--- config.mk ---
export PLATFORM = sky130hd
export DESIGN_NAME = pong_btn_cond_flat
export DESIGN_NICKNAME = d
export VERILOG_FILES = /design/src/rtl/pong_pkg.sv /design/src/rtl/pong_btn_cond_if.sv /design/src/rtl/pong_btn_chan.sv /design/src/rtl/pong_btn_cond.sv /design/src/flat_wrapper.sv
export SDC_FILE = /design/constraint.sdc
export NUM_CORES = 1
export LEC_CHECK = 0
export ABC_AREA = 1
export CORE_MARGIN = 2
export CORE_UTILIZATION = 53
export DETAILED_ROUTE_END_ITERATION = 8
export PLACE_DENSITY = 0.85
export SYNTH_ARGS = -nofsm -noshare
export SYNTH_HDL_FRONTEND = slang
export SYNTH_SLANG_ARGS = --single-unit
--- constraint.sdc ---
create_clock -name clk -period 1.5 [get_ports clk]
set_input_delay 0.3 -clock clk [delete_from_list [all_inputs] [get_ports clk]]
set_output_delay 0.3 -clock clk [all_outputs]
set_load 0.005 [all_outputs]
--- src/rtl/pong_pkg.sv ---
// Shared types and default timing constants for the pong switch conditioner.
package pong_pkg;

  typedef enum logic [2:0] {
    IDLE  = 3'd0,
    ARM_P = 3'd1,
    HELD  = 3'd2,
    ARM_R = 3'd3,
    LOCK  = 3'd4
  } btn_state_t;

  localparam int DEF_DEB_CYCLES  = 16;
  localparam int DEF_LOCK_CYCLES = 64;
  localparam int DEF_CNT_W       = 16;

endpackage

--- src/rtl/pong_btn_cond_if.sv ---
// Switch-side and game-FSM-side signals of the pong button conditioner.
interface pong_btn_cond_if;
  logic btn_r_raw;
  logic btn_l_raw;
  logic en;
  logic hit_r;
  logic hit_l;
  logic lvl_r;
  logic lvl_l;
  logic both;

  // master: the side that owns the switches and consumes the pulses
  modport master (
    output btn_r_raw, btn_l_raw, en,
    input  hit_r, hit_l, lvl_r, lvl_l, both
  );

  modport slave (
    input  btn_r_raw, btn_l_raw, en,
    output hit_r, hit_l, lvl_r, lvl_l, both
  );
endinterface

--- src/rtl/pong_btn_chan.sv ---
// One switch channel: 2-flop synchronizer, debounce/lockout FSM, registered
// level and single-cycle hit pulse.
module pong_btn_chan
  import pong_pkg::*;
#(
  parameter int DEB_CYCLES  = DEF_DEB_CYCLES,
  parameter int LOCK_CYCLES = DEF_LOCK_CYCLES,
  parameter int CNT_W       = DEF_CNT_W
) (
  input  logic clk,
  input  logic rst,
  input  logic raw_i,
  input  logic en_i,
  output logic hit_o,
  output logic lvl_o
);

  localparam logic [CNT_W-1:0] DEB_LAST  = CNT_W'(DEB_CYCLES - 1);
  localparam logic [CNT_W-1:0] LOCK_LAST = CNT_W'(LOCK_CYCLES - 1);
  localparam logic [CNT_W-1:0] CNT_ONE   = CNT_W'(1);

  logic             sync1_q;
  logic             sync2_q;
  btn_state_t       state_q;
  logic [CNT_W-1:0] cnt_q;
  logic             hit_pend_q;
  logic             hit_q;
  logic             lvl_q;

  // Outputs are one stage behind the state so hit and lvl rise together.
  always_ff @(posedge clk or posedge rst) begin
    if (rst) begin
      sync1_q    <= 1'b0;
      sync2_q    <= 1'b0;
      state_q    <= IDLE;
      cnt_q      <= '0;
      hit_pend_q <= 1'b0;
      hit_q      <= 1'b0;
      lvl_q      <= 1'b0;
    end else begin
      sync1_q    <= raw_i;
      sync2_q    <= sync1_q;
      hit_pend_q <= 1'b0;
      hit_q      <= hit_pend_q;
      lvl_q      <= (state_q == HELD) || (state_q == ARM_R);

      case (state_q)
        IDLE: begin
          if (sync2_q) begin
            state_q <= ARM_P;
            cnt_q   <= CNT_ONE;
          end
        end
        ARM_P: begin
          if (!sync2_q) begin
            state_q <= IDLE;
            cnt_q   <= '0;
          end else if (cnt_q == DEB_LAST) begin
            state_q    <= HELD;
            cnt_q      <= '0;
            // en is sampled only here; a press accepted while disabled is lost
            hit_pend_q <= en_i;
          end else begin
            cnt_q <= cnt_q + CNT_ONE;
          end
        end
        HELD: begin
          if (!sync2_q) begin
            state_q <= ARM_R;
            cnt_q   <= CNT_ONE;
          end
        end
        ARM_R: begin
          if (sync2_q) begin
            state_q <= HELD;
            cnt_q   <= '0;
          end else if (cnt_q == DEB_LAST) begin
            state_q <= LOCK;
            cnt_q   <= '0;
          end else begin
            cnt_q <= cnt_q + CNT_ONE;
          end
        end
        LOCK: begin
          if (cnt_q == LOCK_LAST) begin
            state_q <= IDLE;
            cnt_q   <= '0;
          end else begin
            cnt_q <= cnt_q + CNT_ONE;
          end
        end
        default: begin
          state_q <= IDLE;
          cnt_q   <= '0;
        end
      endcase
    end
  end

  assign hit_o = hit_q;
  assign lvl_o = lvl_q;

endmodule

--- src/rtl/pong_btn_cond.sv ---
// Two-player switch conditioner: independent right/left channels feeding the
// game FSM with debounced levels, hit pulses and a coincidence flag.
module pong_btn_cond
  import pong_pkg::*;
#(
  parameter int DEB_CYCLES  = DEF_DEB_CYCLES,
  parameter int LOCK_CYCLES = DEF_LOCK_CYCLES,
  parameter int CNT_W       = DEF_CNT_W
) (
  input  logic           clk,
  input  logic           rst,
  pong_btn_cond_if.slave bus
);

  // index 0 = right player, index 1 = left player
  logic [1:0] raw;
  logic [1:0] hit;
  logic [1:0] lvl;

  assign raw = {bus.btn_l_raw, bus.btn_r_raw};

  generate
    for (genvar gi = 0; gi < 2; gi++) begin : g_chan
      pong_btn_chan #(
        .DEB_CYCLES  (DEB_CYCLES),
        .LOCK_CYCLES (LOCK_CYCLES),
        .CNT_W       (CNT_W)
      ) u_chan (
        .clk   (clk),
        .rst   (rst),
        .raw_i (raw[gi]),
        .en_i  (bus.en),
        .hit_o (hit[gi]),
        .lvl_o (lvl[gi])
      );
    end
  endgenerate

  // No arbitration here; the game FSM decides who wins a tie.
  assign bus.hit_r = hit[0];
  assign bus.hit_l = hit[1];
  assign bus.lvl_r = lvl[0];
  assign bus.lvl_l = lvl[1];
  assign bus.both  = hit[0] & hit[1];

endmodule
--- src/flat_wrapper.sv ---
// flat-port wrapper written by rule: the top's interface ports become plain ports
module pong_btn_cond_flat import pong_pkg::*;
#(
  parameter int DEB_CYCLES  = DEF_DEB_CYCLES,
  parameter int LOCK_CYCLES = DEF_LOCK_CYCLES,
  parameter int CNT_W       = DEF_CNT_W
)
  (clk, rst, bus_btn_r_raw, bus_btn_l_raw, bus_en, bus_hit_r, bus_hit_l, bus_lvl_r, bus_lvl_l, bus_both);
  pong_btn_cond_if bus_i ();
  input  logic clk;
  input  logic rst;
  input wire logic [$bits(bus_i.btn_r_raw)-1:0] bus_btn_r_raw;
  input wire logic [$bits(bus_i.btn_l_raw)-1:0] bus_btn_l_raw;
  input wire logic [$bits(bus_i.en)-1:0] bus_en;
  output wire logic [$bits(bus_i.hit_r)-1:0] bus_hit_r;
  output wire logic [$bits(bus_i.hit_l)-1:0] bus_hit_l;
  output wire logic [$bits(bus_i.lvl_r)-1:0] bus_lvl_r;
  output wire logic [$bits(bus_i.lvl_l)-1:0] bus_lvl_l;
  output wire logic [$bits(bus_i.both)-1:0] bus_both;
  assign bus_i.btn_r_raw = bus_btn_r_raw;
  assign bus_i.btn_l_raw = bus_btn_l_raw;
  assign bus_i.en = bus_en;
  assign bus_hit_r = bus_i.hit_r;
  assign bus_hit_l = bus_i.hit_l;
  assign bus_lvl_r = bus_i.lvl_r;
  assign bus_lvl_l = bus_i.lvl_l;
  assign bus_both = bus_i.both;
  pong_btn_cond #(.DEB_CYCLES(DEB_CYCLES), .LOCK_CYCLES(LOCK_CYCLES), .CNT_W(CNT_W)) u_core (.clk(clk), .rst(rst), .bus(bus_i));
endmodule
Word level (Yosys, flattened, before mapping). Index checks and enable logic that the tools add are counted.

Bitwise gates (word level): 1. $add $sub $neg: 2. Reductions and logical operators: 8. Mux-type cells: 36. Equality and inequality tests: 22.

Operators with widths (number): $mux 16 (12); $pmux 16 s5 (2); $mux 3 (14); $add 16x1->16 const B (2); $eq 16x4->1 const B (2); $eq 16x6->1 const B (2); $pmux 3 s5 (2); $eq 3x2->1 const B (4); $ne 2x2->1 const B (6); $reduce_and 5->1 (2); $eq 3x1->1 const B (2); $eq 3x3->1 const B (2); $logic_not 3->1 (2); $mux 1 (6); $ne 3x2->1 const B (2); $ne 3x3->1 const B (2); $reduce_and 2->1 (2); $logic_or 1x1->1 (2); $and 1x1->1 (1).

Flip-flop bits (word level): 48. Input port bits: 5. Output and inout bits: 5. Word-level logic and storage cells: 83.

Logic depth before layout (Yosys ltp). Gate-level depths: netlist of the first run.

Word-level depth: 4. Depth in mapped cells: 11.

Hierarchy. From an unflattened synthesis of the first run, not the netlist that was laid out.

Cells, all modules: 422. Area, all modules: 2912.8 µm².

By module, submodules not included: pong_btn_chan (cells each 210, area each 1452.6 µm², instances 2); pong_btn_cond (cells each 2, area each 7.5 µm², instances 1).

Worst setup path before layout of the first run. Ideal clock, no wire load.

Path type: flip-flop to flip-flop. From: register u_core.g_chan[0].u_chan.cnt_q[0]. To: register u_core.g_chan[0].u_chan.cnt_q[5]. Path buffers: 1. Path slack: 0.114 ns. Data arrival time: 1.272 ns. Stages on the path, launching flop included: 10. Setup time: 0.114 ns. Period minus slack after synthesis: 1.386 ns. Path through: dfrtp_1 -> ha_1 -> nand3_1 -> nor2_1 -> nand3_1 -> nand2_2 -> nand3_4 -> buf_6 -> nand3b_1 -> inv_1.

Longest elaborated chain between the ends: 4.

RTL lines: from (decl) (RTL line pong_btn_chan.sv:25) `logic [CNT_W-1:0] cnt_q;`; from (signal assigned) (RTL line pong_btn_chan.sv:64) `cnt_q <= cnt_q + CNT_ONE;`; from (signal assigned) (RTL line pong_btn_chan.sv:81) `cnt_q <= cnt_q + CNT_ONE;`; from (signal assigned) (RTL line pong_btn_chan.sv:89) `cnt_q <= cnt_q + CNT_ONE;`; $add 16x1->16 or $eq 16x4->1 (tied branches); $mux 16 (RTL line pong_btn_chan.sv:58, pong_btn_chan.sv:77); $mux 16 (on tied branches) (RTL line pong_btn_chan.sv:74, pong_btn_chan.sv:55); $pmux 16 s5 (*) (RTL line pong_btn_chan.sv:47) `case (state_q)`.

Mark *: on every way between the ends. The rest lies on a longest branch, timed or not. A chain may end at the register's enable or synchronous reset.

Final worst setup path of the first run.
From: register u_core.g_chan[0].u_chan.cnt_q[1]. To: register u_core.g_chan[0].u_chan.state_q[1].

Longest elaborated chain between the ends: 3.

RTL lines: $eq 16x4->1 or $eq 16x6->1 (tied branches) (RTL line pong_btn_chan.sv:58, pong_btn_chan.sv:77, pong_btn_chan.sv:85); $ne 3x3->1 (no line), or another cell as far along; $reduce_and 5->1 (no line) (*); to (signal assigned) (RTL line pong_btn_chan.sv:56) `state_q <= IDLE;`; to (signal assigned) (RTL line pong_btn_chan.sv:59) `state_q <= HELD;`; to (signal assigned) (RTL line pong_btn_chan.sv:78) `state_q <= LOCK;`; to (decl) (RTL line pong_btn_chan.sv:24) `btn_state_t state_q;`.

Marks and branches as above.

==> results.json, run 1 <==
{
  "p_leak_nw": 1.71,
  "grt_first_pass_wirelength_um": 10300,
  "first_global_vias": 2362,
  "p_comb_frac": 0.424,
  "drv_slew": 0,
  "core-area_sq_mm": 0.00501,
  "grt_max_degree": 49,
  "pin_count": 10,
  "die_h_um": 75.5,
  "fin_hold_ws_ns": 0.344,
  "fin_area_sq_mm": 0.00349,
  "async_flop_share": 1.00,
  "drc": 0,
  "vias": 2625,
  "nFillCells": 344,
  "synth_top_area_share": 0.443,
  "gp_congestion": 0.851,
  "setup_violations": 24,
  "power_frac_seq": 0.352,
  "power_switching_mw": 1.87,
  "hold_class": "input port to asynchronous set/reset pin",
  "postSynthAreaPerCell_sq_um": 7.59,
  "hold_violations": 0,
  "clock-sinks": 48,
  "viasPerCell": 5.59,
  "port_buffers": 9,
  "pwr_density_cell_mw_per_mm2": 1320,
  "synth_top_area_cell": "dfrtp_1",
  "synth_flop_cell": "dfrtp_1",
  "wl_per_cell_um": 15.3,
  "synth_nets": 364,
  "maxCapViolCount": 0,
  "maxSlewHeadroom": 0.742,
  "path_max_fanout": 7,
  "antenna_cells": 0,
  "synth_area_leaders": "dfrtp_1, nand2_1, inv_1",
  "path_clk_slew_ns": 0.09,
  "synth_edf_count": 0,
  "dieWidth_um": 75.5,
  "final_cell_mix": "nand2_1, inv_1, dfrtp_1",
  "failed_checks": "setup timing",
  "setup_slack_ns": -0.0732,
  "ys_ff_latch": 48,
  "row_count": 26,
  "ir_drop_mv": 1.15,
  "htreeDepth": 2,
  "overflow": 0,
  "fin_worst_skew_ns": 0.00933,
  "cts_root_buf": "clkbuf_8",
  "worst_pin_slew_ns": 0.385,
  "clkLatencyLatePin_ns": 0.31,
  "nets": 406,
  "dieArea_sq_mm": 0.00570,
  "holdBufCountCts": 0,
  "dpl_cell_area_sq_mm": 0.00302,
  "antenna_found_initial": 0,
  "totalWireLength_um": 7180,
  "rsz0062_at_grt": "yes",
  "fin_crit_sh": 1.05,
  "multi_input_area_sq_mm": 0.00152,
  "cts_tree": "yes",
  "grt_usage": 0.238,
  "cts_buffers": 5,
  "synth_seq_area_share": 0.443,
  "final_common_cell": "nand2_1",
  "worstPathArrival_ns": 1.81,
  "status": "complete, but fails checks",
  "hpwl_um": 4150,
  "synth_cell_type_count": 31,
  "area_growth_pct": 28.6,
  "layout_min_cycle_time_ns": 1.57,
  "p_int_mw": 2.74,
  "syn_inst": 357,
  "drtIter0Drc": 249,
  "endpoint_kind": "flip-flop",
  "cts_max_path_buffers": 2,
  "fmax_mhz": 636,
  "start_util": 0.541,
  "final_layout_size_suffix_gt1_frac": 0.280,
  "worstSetupPathType": "flip-flop to flip-flop",
  "p_clk_frac": 0.224,
  "netSwitchingFraction": 0.406,
  "worstSetupStartpointType": "flip-flop",
  "first_pass_iters": 5,
  "regArea_sq_mm": 0.00120,
  "ant_nets": 0,
  "synth_area_sq_mm": 0.00271,
  "yosys_warnings": 0,
  "p_total_mw": 4.61,
  "required_ns": 1.73
}
==> stage by stage <==
stage / instances / util / setup WS (ns) / TNS (ns)
after global routing: 470 / 0.696 / -0.139 / -2.42
after global placement: 453 / 0.602 / 0.0437 / 0
after floorplan: 357 / - / 0.0555 / 0
final: 470 / 0.696 / -0.0732 / -0.703
after detailed placement: 453 / 0.602 / -0.0291 / -0.0592
after CTS: 463 / 0.636 / 0.0129 / 0
==> critical path, stage by stage, from the launching register on <==
cell and delay [ns]:
dfrtp_1 0.41, ha_4 0.18, nand3_4 0.11, nor2_4 0.14, nand3_2 0.13, nand2_4 0.15, nand3_4 0.15, inv_4 0.11
nand2_2 0.05, o21ai_2 0.06
==> layer usage <==
layer	GRT usage	vias to the layer above	wire, um
met3	0.0423	33	298
met4	0.0897	0	318
met5	0	-	0
met1	0.273	1266	2710
met2	0.439	101	3850
li1	-	1225	-
==> sequential cells by signal, indices dropped and copies added, names as in the netlist <==
| signal | count |
|---|---|
| u_core.g_chan.u_chan.hit_pend_q | 2 |
| u_core.g_chan.u_chan.lvl_o | 2 |
| u_core.g_chan.u_chan.state_q | 6 |
| u_core.g_chan.u_chan.hit_o | 2 |
| u_core.g_chan.u_chan.cnt_q | 32 |
| u_core.g_chan.u_chan.sync2_q | 2 |
| u_core.g_chan.u_chan.sync1_q | 2 |
==> cells in the mapped netlist (2+ instances only) <==
master / instances
buf_6: 3
dfrtp_1: 48
xnor2_1: 2
o21ai_0: 13
nand2_4: 2
nor3_1: 7
nor2_1: 35
nand2_2: 9
inv_2: 7
xor2_1: 3
ha_1: 2
nand3_1: 38
nand3_4: 2
nor2_2: 3
nand3b_1: 2
nand2_1: 89
or2_0: 2
o21ai_1: 6
inv_1: 53
nor2_4: 5
nand4_1: 16
==> layout make-up <==
cell class,instances,share of cell area
multi-input cells,248,0.436
flip-flops and latches,48,0.345
repair buffers,36,0.0905
inverters,60,0.0668
clock buffers,7,0.0276
well taps,70,0.0251
clock inverters,1,0.00861
==> power by group through the flow <==
stage               clock network, mW  logic, mW  registers (mW)
finish                           1.04       1.96            1.62
global route                     1.09       2.10            1.64
CTS                              1.04       1.54            1.59
detailed placement                  0       1.46            1.60
global placement                    0       1.41            1.59
floorplan                           0       1.07            1.58
==> worst paths after layout <==
kind                            slack, ns                               start  cells after the start                            endpoint
worst max-delay path                -0.07    u_core.g_chan[0].u_chan.cnt_q[1]                      9  u_core.g_chan[0].u_chan.state_q[1]
worst min-delay path                 0.34                                 rst                      3  u_core.g_chan[1].u_chan.hit_pend_q
worst min register to register       0.35  u_core.g_chan[0].u_chan.hit_pend_q                      0       u_core.g_chan[0].u_chan.hit_o
max in group asynchronous            0.91                                 rst                      3    u_core.g_chan[0].u_chan.cnt_q[6]
min in group clk                     0.35  u_core.g_chan[0].u_chan.hit_pend_q                      0       u_core.g_chan[0].u_chan.hit_o
worst max register to register      -0.07    u_core.g_chan[0].u_chan.cnt_q[1]                      9  u_core.g_chan[0].u_chan.state_q[1]
==> cells by family after synthesis <==
kind of cell / after synthesis / share of synthesized area
AOI/OAI and AO/OA: 22 / 0.0420
adders and majority gates: 2 / 0.00923
and+or+nand+nor: 217 / 0.394
buffers and inverters: 63 / 0.0955
xor gates and xnor gates: 5 / 0.0162
DFF: 48 / 0.443
==> timing repair <==
action	4_1_cts	5_1_grt
setup buffers	1	6
gates cloned	1	1
endpoints found under the setup margin	23	37
gates resized for setup	7	66
pin swaps	2	13
No activity file was read; power rests on OpenSTA's default activity.
==> run 2, diff against run 1 <==
--- a/config.mk
+++ b/config.mk
@@ -12,4 +12,5 @@
 export PLACE_DENSITY = 0.85
 export SYNTH_ARGS = -nofsm -noshare
 export SYNTH_HDL_FRONTEND = slang
+export SYNTH_HIERARCHICAL = 1
 export SYNTH_SLANG_ARGS = --single-unit
==> results.json, run 2 <==
{
  "postSynthAreaPerCell_sq_um": 6.90,
  "power_frac_seq": 0.397,
  "fin_worst_skew_ns": 0.0146,
  "fin_crit_sh": 0.971,
  "syn_inst": 422,
  "grt_usage": 0.226,
  "netSwitchingFraction": 0.371,
  "first_pass_iters": 5,
  "path_clk_slew_ns": 0.10,
  "ys_ff_latch": 48,
  "synth_flop_cell": "dfrtp_1",
  "synth_area_leaders": "dfrtp_1, nand2_1, inv_1",
  "synth_edf_count": 0,
  "ant_nets": 0,
  "layout_min_cycle_time_ns": 1.46,
  "totalWireLength_um": 6890,
  "hold_class": "input port to asynchronous set/reset pin",
  "synth_seq_area_share": 0.412,
  "setup_violations": 0,
  "async_flop_share": 1.00,
  "reg_top3": "u_core/g_chan.u_chan/cnt_q: 32 flops, u_core/g_chan.u_chan/state_q: 6 flops",
  "worstSetupPathType": "flip-flop to flip-flop",
  "drtIter0Drc": 223,
  "wl_per_cell_um": 13.0,
  "endpoint_kind": "flip-flop",
  "cts_tree": "yes",
  "grt_first_pass_wirelength_um": 11100,
  "p_comb_frac": 0.354,
  "nets": 466,
  "row_count": 26,
  "crit_slowest_cell": "dfrtp_1",
  "cts_max_path_buffers": 2,
  "final_common_cell": "nand2_1",
  "fmax_mhz": 687,
  "die_h_um": 78.1,
  "gp_congestion": 0.908,
  "core-area_sq_mm": 0.00520,
  "synth_cell_type_count": 26,
  "p_leak_nw": 1.87,
  "maxSlewHeadroom": 0.721,
  "power_switching_mw": 1.46,
  "antenna_found_initial": 0,
  "pin_count": 10,
  "required_ns": 1.70,
  "worstSetupStartpointType": "flip-flop",
  "cp.buffers_inverters": 0,
  "hpwl_um": 4740,
  "antenna_cells": 0,
  "hold_violations": 0,
  "drc": 0,
  "dieWidth_um": 78.1,
  "p_clk_frac": 0.248,
  "pwr_density_cell_mw_per_mm2": 1130,
  "path_common_cell": "nand2_4",
  "ir_drop_mv": 0.691,
  "start_util": 0.560,
  "synth_nets": 429,
  "p_int_mw": 2.48,
  "clock-sinks": 48,
  "largest_reg_flops": 32,
  "maxCapViolCount": 0,
  "p_total_mw": 3.95,
  "worst_pin_slew_ns": 0.416,
  "grt_max_degree": 25,
  "fin_area_sq_mm": 0.00350,
  "cts_root_buf": "clkbuf_8",
  "rsz0062_at_grt": "yes",
  "area_growth_pct": 20.1,
  "port_buffers": 9,
  "dieArea_sq_mm": 0.00611,
  "clkLatencyLatePin_ns": 0.31,
  "final_layout_size_suffix_gt1_frac": 0.167,
  "cts_buffers": 5,
  "path_max_fanout": 10,
  "reg2reg_slack_ns": 0.04,
  "synth_top_area_share": 0.412,
  "drv_slew": 0,
  "worstPathArrival_ns": 1.66,
  "dpl_cell_area_sq_mm": 0.00319,
  "critPathMaxStageDelay_ns": 0.43,
  "final_cell_mix": "nand2_1, inv_1, dfrtp_1",
  "htreeDepth": 2,
  "status": "completed",
  "synth_common_cells": "nand2_1, inv_1, nor2_1, dfrtp_1, nand3_1",
  "overflow": 0,
  "top_register": "u_core/g_chan.u_chan/cnt_q",
  "path_cells": "ha_4 -> nand3_4 -> nor2_4 -> nand3_2 -> nand2_4 -> nand2_4 -> nand3_1 -> nand2_1",
  "synth_top_area_cell": "dfrtp_1",
  "yosys_warnings": 6,
  "synth_area_sq_mm": 0.00291,
  "viasPerCell": 5.36,
  "crit_family": "simple AND/OR/NAND/NOR gates",
  "yosysMostFrequentCell": "nand2_1",
  "first_global_vias": 2520,
  "vias": 2840
}
==> run 2: layout make-up <==
class,count,area [sq um]
fillers,405,1710
multi-input cells,299,1520
well taps,70,87.6
repair buffers,34,299
clock buffers,5,68.8
flip-flops and latches,48,1200
inverters,71,269
clock inverters,3,47.5
==> run 2: worst paths after layout <==
check | endpoint | depth (start not counted) | start
min in group clk | u_core/g_chan[1].u_chan/hit_o | 0 | u_core/g_chan[1].u_chan/hit_pend_q
worst max-delay path | u_core/g_chan[0].u_chan/cnt_q[15] | 8 | u_core/g_chan[0].u_chan/cnt_q[0]
worst min-delay path | u_core/g_chan[1].u_chan/sync2_q | 2 | rst
worst max register to register | u_core/g_chan[0].u_chan/cnt_q[15] | 8 | u_core/g_chan[0].u_chan/cnt_q[0]
worst min register to register | u_core/g_chan[1].u_chan/hit_o | 0 | u_core/g_chan[1].u_chan/hit_pend_q
max in group asynchronous | u_core/g_chan[0].u_chan/cnt_q[15] | 3 | rst
==> run 2: kinds of logic (layout without fill, tap and decap cells) <==
family / Yosys count / after routing / share of synthesized area
AND/OR/NAND/NOR: 267 / 267 / 0.411
buffers and inverters: 75 / 113 / 0.104
flip-flops: 48 / 48 / 0.412
AO/OA/AOI/OAI: 24 / 24 / 0.0455
XOR/XNOR: 6 / 6 / 0.0180
adder cells (fa/ha/maj): 2 / 2 / 0.00859
==> run 2: power groups by stage <==
stage / Clock (mW) / Combinational, mW / Sequential [mW]
global route: 1.06 / 1.53 / 1.58
floorplan: 0 / 0.871 / 1.55
finish: 0.980 / 1.40 / 1.57
CTS: 1.01 / 1.30 / 1.54
detailed placement: 0 / 1.26 / 1.57
global placement: 0 / 1.21 / 1.56
==> run 2: metal layers <==
metal | up-vias | share of wire | GRT usage
met4 | 0 | 0.025 | 0.0895
met3 | 22 | 0.056 | 0.0299
met1 | 1338 | 0.42 | 0.295
li1 | 1367 | - | -
met2 | 113 | 0.50 | 0.381
met5 | - | 0 | 0
==> run 2: timing repair <==
item	in CTS	in global routing
hold buffers	0	0
resized for setup	7	30
endpoints found under the setup margin	37	39
buffers inserted	3	6
hold endpoints to repair	0	0
pin swaps	3	10
==> run 2: metrics by stage <==
stage | instances | setup WS [ns] | util | setup TNS [ns] | hold WS [ns]
floorplan | 422 | 0.123 | - | 0 | 0.315
global placement | 513 | 0.0159 | 0.612 | 0 | 0.333
detailed placement | 513 | -0.0432 | 0.612 | -0.475 | 0.336
CTS | 524 | 0.00414 | 0.644 | 0 | 0.213
global route | 530 | -0.0452 | 0.672 | -0.428 | 0.218
finish | 530 | 0.0435 | 0.672 | 0 | 0.216
==> run 3, diff against run 2 <==
--- a/config.mk
+++ b/config.mk
@@ -6,9 +6,11 @@
 export NUM_CORES = 1
 export LEC_CHECK = 0
 export ABC_AREA = 1
+export CORE_ASPECT_RATIO = 2
 export CORE_MARGIN = 2
 export CORE_UTILIZATION = 53
 export DETAILED_ROUTE_END_ITERATION = 8
+export GPL_ROUTABILITY_DRIVEN = 0
 export PLACE_DENSITY = 0.85
 export SYNTH_ARGS = -nofsm -noshare
 export SYNTH_HDL_FRONTEND = slang
==> results.json, run 3 (same netlist as run 2, synthesis figures left out) <==
{
  "worstSetupStartpointType": "flip-flop",
  "clock-sinks": 48,
  "path_clk_slew_ns": 0.09,
  "rsz0062_at_grt": "yes",
  "antenna_cells": 0,
  "port_buffers": 9,
  "viasPerCell": 5.41,
  "nFillCells": 454,
  "worstPathArrival_ns": 1.70,
  "power_switching_mw": 1.44,
  "top_register": "u_core/g_chan.u_chan/cnt_q",
  "p_clk_frac": 0.208,
  "cts_max_path_buffers": 2,
  "wl_per_cell_um": 14.2,
  "drtIter0Drc": 153,
  "status": "complete, but fails checks",
  "nets": 466,
  "area_growth_pct": 18.2,
  "pin_count": 10,
  "hold_violations": 0,
  "grt_usage": 0.239,
  "cts_root_buf": "clkbuf_8",
  "p_comb_frac": 0.366,
  "dieWidth_um": 56.4,
  "reg_top3": "u_core/g_chan.u_chan/cnt_q: 32 flops, u_core/g_chan.u_chan/state_q: 6 flops",
  "netSwitchingFraction": 0.389,
  "path_max_fanout": 3,
  "ir_drop_mv": 0.944,
  "drc": 0,
  "fin_crit_sh": 1.00,
  "row_count": 38,
  "grt_max_degree": 25,
  "final_common_cell": "nand2_1",
  "grt_first_pass_wirelength_um": 11500,
  "overflow": 0,
  "antenna_found_initial": 0,
  "maxSlewHeadroom": 0.742,
  "endpoint_kind": "flip-flop",
  "dieArea_sq_mm": 0.00614,
  "p_int_mw": 2.26,
  "fin_worst_skew_ns": 0.00744,
  "power_frac_seq": 0.426,
  "fmax_mhz": 664,
  "layout_min_cycle_time_ns": 1.51,
  "totalWireLength_um": 7400,
  "first_global_vias": 2778,
  "ant_nets": 0,
  "die_h_um": 109,
  "clkLatencyLatePin_ns": 0.30,
  "pwr_density_cell_mw_per_mm2": 1070,
  "first_pass_iters": 4,
  "vias": 2814,
  "reg2reg_slack_ns": -0.007,
  "dp_cells": 506,
  "core-area_sq_mm": 0.00537,
  "worstSetupPathType": "flip-flop to flip-flop",
  "setup_violations": 2,
  "start_util": 0.542,
  "largest_reg_flops": 32,
  "holdBufCountCts": 0,
  "p_total_mw": 3.69,
  "pre_cts_ws_ns": 0.00496,
  "fin_hold_ws_ns": 0.173,
  "hold_class": "input port to asynchronous set/reset pin",
  "drv_slew": 0,
  "final_cell_mix": "nand2_1, inv_1, dfrtp_1",
  "htreeDepth": 2,
  "worst_pin_slew_ns": 0.385,
  "layout.cells.non_filler": 520,
  "cts_buffers": 5,
  "cts_tree": "yes",
  "fin_util": 0.641,
  "final_layout_size_suffix_gt1_frac": 0.165,
  "hpwl_um": 5250,
  "setup_slack_ns": -0.00689,
  "failed_checks": "setup timing",
  "maxCapViolCount": 0,
  "p_leak_nw": 1.88,
  "required_ns": 1.70
}
[run 3: cell types whose count changed in the layout (fill, tap and decap cells not counted), moves of 2 or more]
cell	change
buf_6	+2
clkinv_2	+2
dfrtp_1	-2
dfrtp_2	+2
inv_2	-2
nor2_4	-2
[run 3: power by group through the flow]
stage | logic, mW | clock network (mW) | registers, mW
after floorplan | 0.871 | 0 | 1.55
after global placement | 1.18 | 0 | 1.56
after detailed placement | 1.21 | 0 | 1.57
after CTS | 1.24 | 0.784 | 1.55
after global routing | 1.49 | 0.842 | 1.58
final | 1.35 | 0.769 | 1.57
[run 3: cell type report]
cell class                 instances  area (sq um)  area share
inverter                          71           272      0.0789
multi-input combinational        299          1510       0.437
timing repair buffer              34           297      0.0861
clock inverter                     3          18.8     0.00545
sequential                        48          1210       0.350
clock buffer                       5          68.8      0.0200
tap                               60          75.1      0.0218
[run 3: worst paths after layout]
check                           cells after the start                        startpoint                                to
worst min-delay path                                2                               rst   u_core/g_chan[1].u_chan/sync1_q
max in group asynchronous                           3                               rst  u_core/g_chan[1].u_chan/cnt_q[5]
worst max register to register                     11  u_core/g_chan[1].u_chan/cnt_q[1]  u_core/g_chan[1].u_chan/cnt_q[6]
worst max-delay path                               11  u_core/g_chan[1].u_chan/cnt_q[1]  u_core/g_chan[1].u_chan/cnt_q[6]
min in group clk                                    0   u_core/g_chan[0].u_chan/sync1_q   u_core/g_chan[0].u_chan/sync2_q
worst min register to register                      0   u_core/g_chan[0].u_chan/sync1_q   u_core/g_chan[0].u_chan/sync2_q
[run 3: what timing repair did]
| action | in CTS | in global routing |
|---|---|---|
| gates resized for setup | 2 | 38 |
| setup buffers | 2 | 4 |
| pin swaps | 1 | 7 |
| setup endpoints to repair | 7 | 39 |
| endpoints found under the hold margin | 0 | 0 |
[run 3: metrics by stage]
stage | setup TNS, ns | area (sq um)
global route | -1.04 | 3440
detailed placement | 0 | 3180
global placement | 0 | 3180
CTS | 0 | 3290
floorplan | 0 | 2910
finish | -0.0106 | 3440
[run 3: critical path: stages, from the launching register on]
cell and delay (ns):
dfrtp_1 0.39, ha_2 0.22, nand3_4 0.10, buf_6 0.15, nor2_4 0.12, nand2_1 0.08
nor2_1 0.10, nand2_1 0.06, nand2_1 0.06, inv_1 0.04, nand2_1 0.04, inv_1 0.04
[run 3: layer usage]
layer	global-route usage	up-vias	routed length (um)
met5	0	-	0
met4	0.160	0	421
met3	0.0320	37	193
met2	0.488	82	4310
met1	0.199	1322	2470
li1	-	1373	-
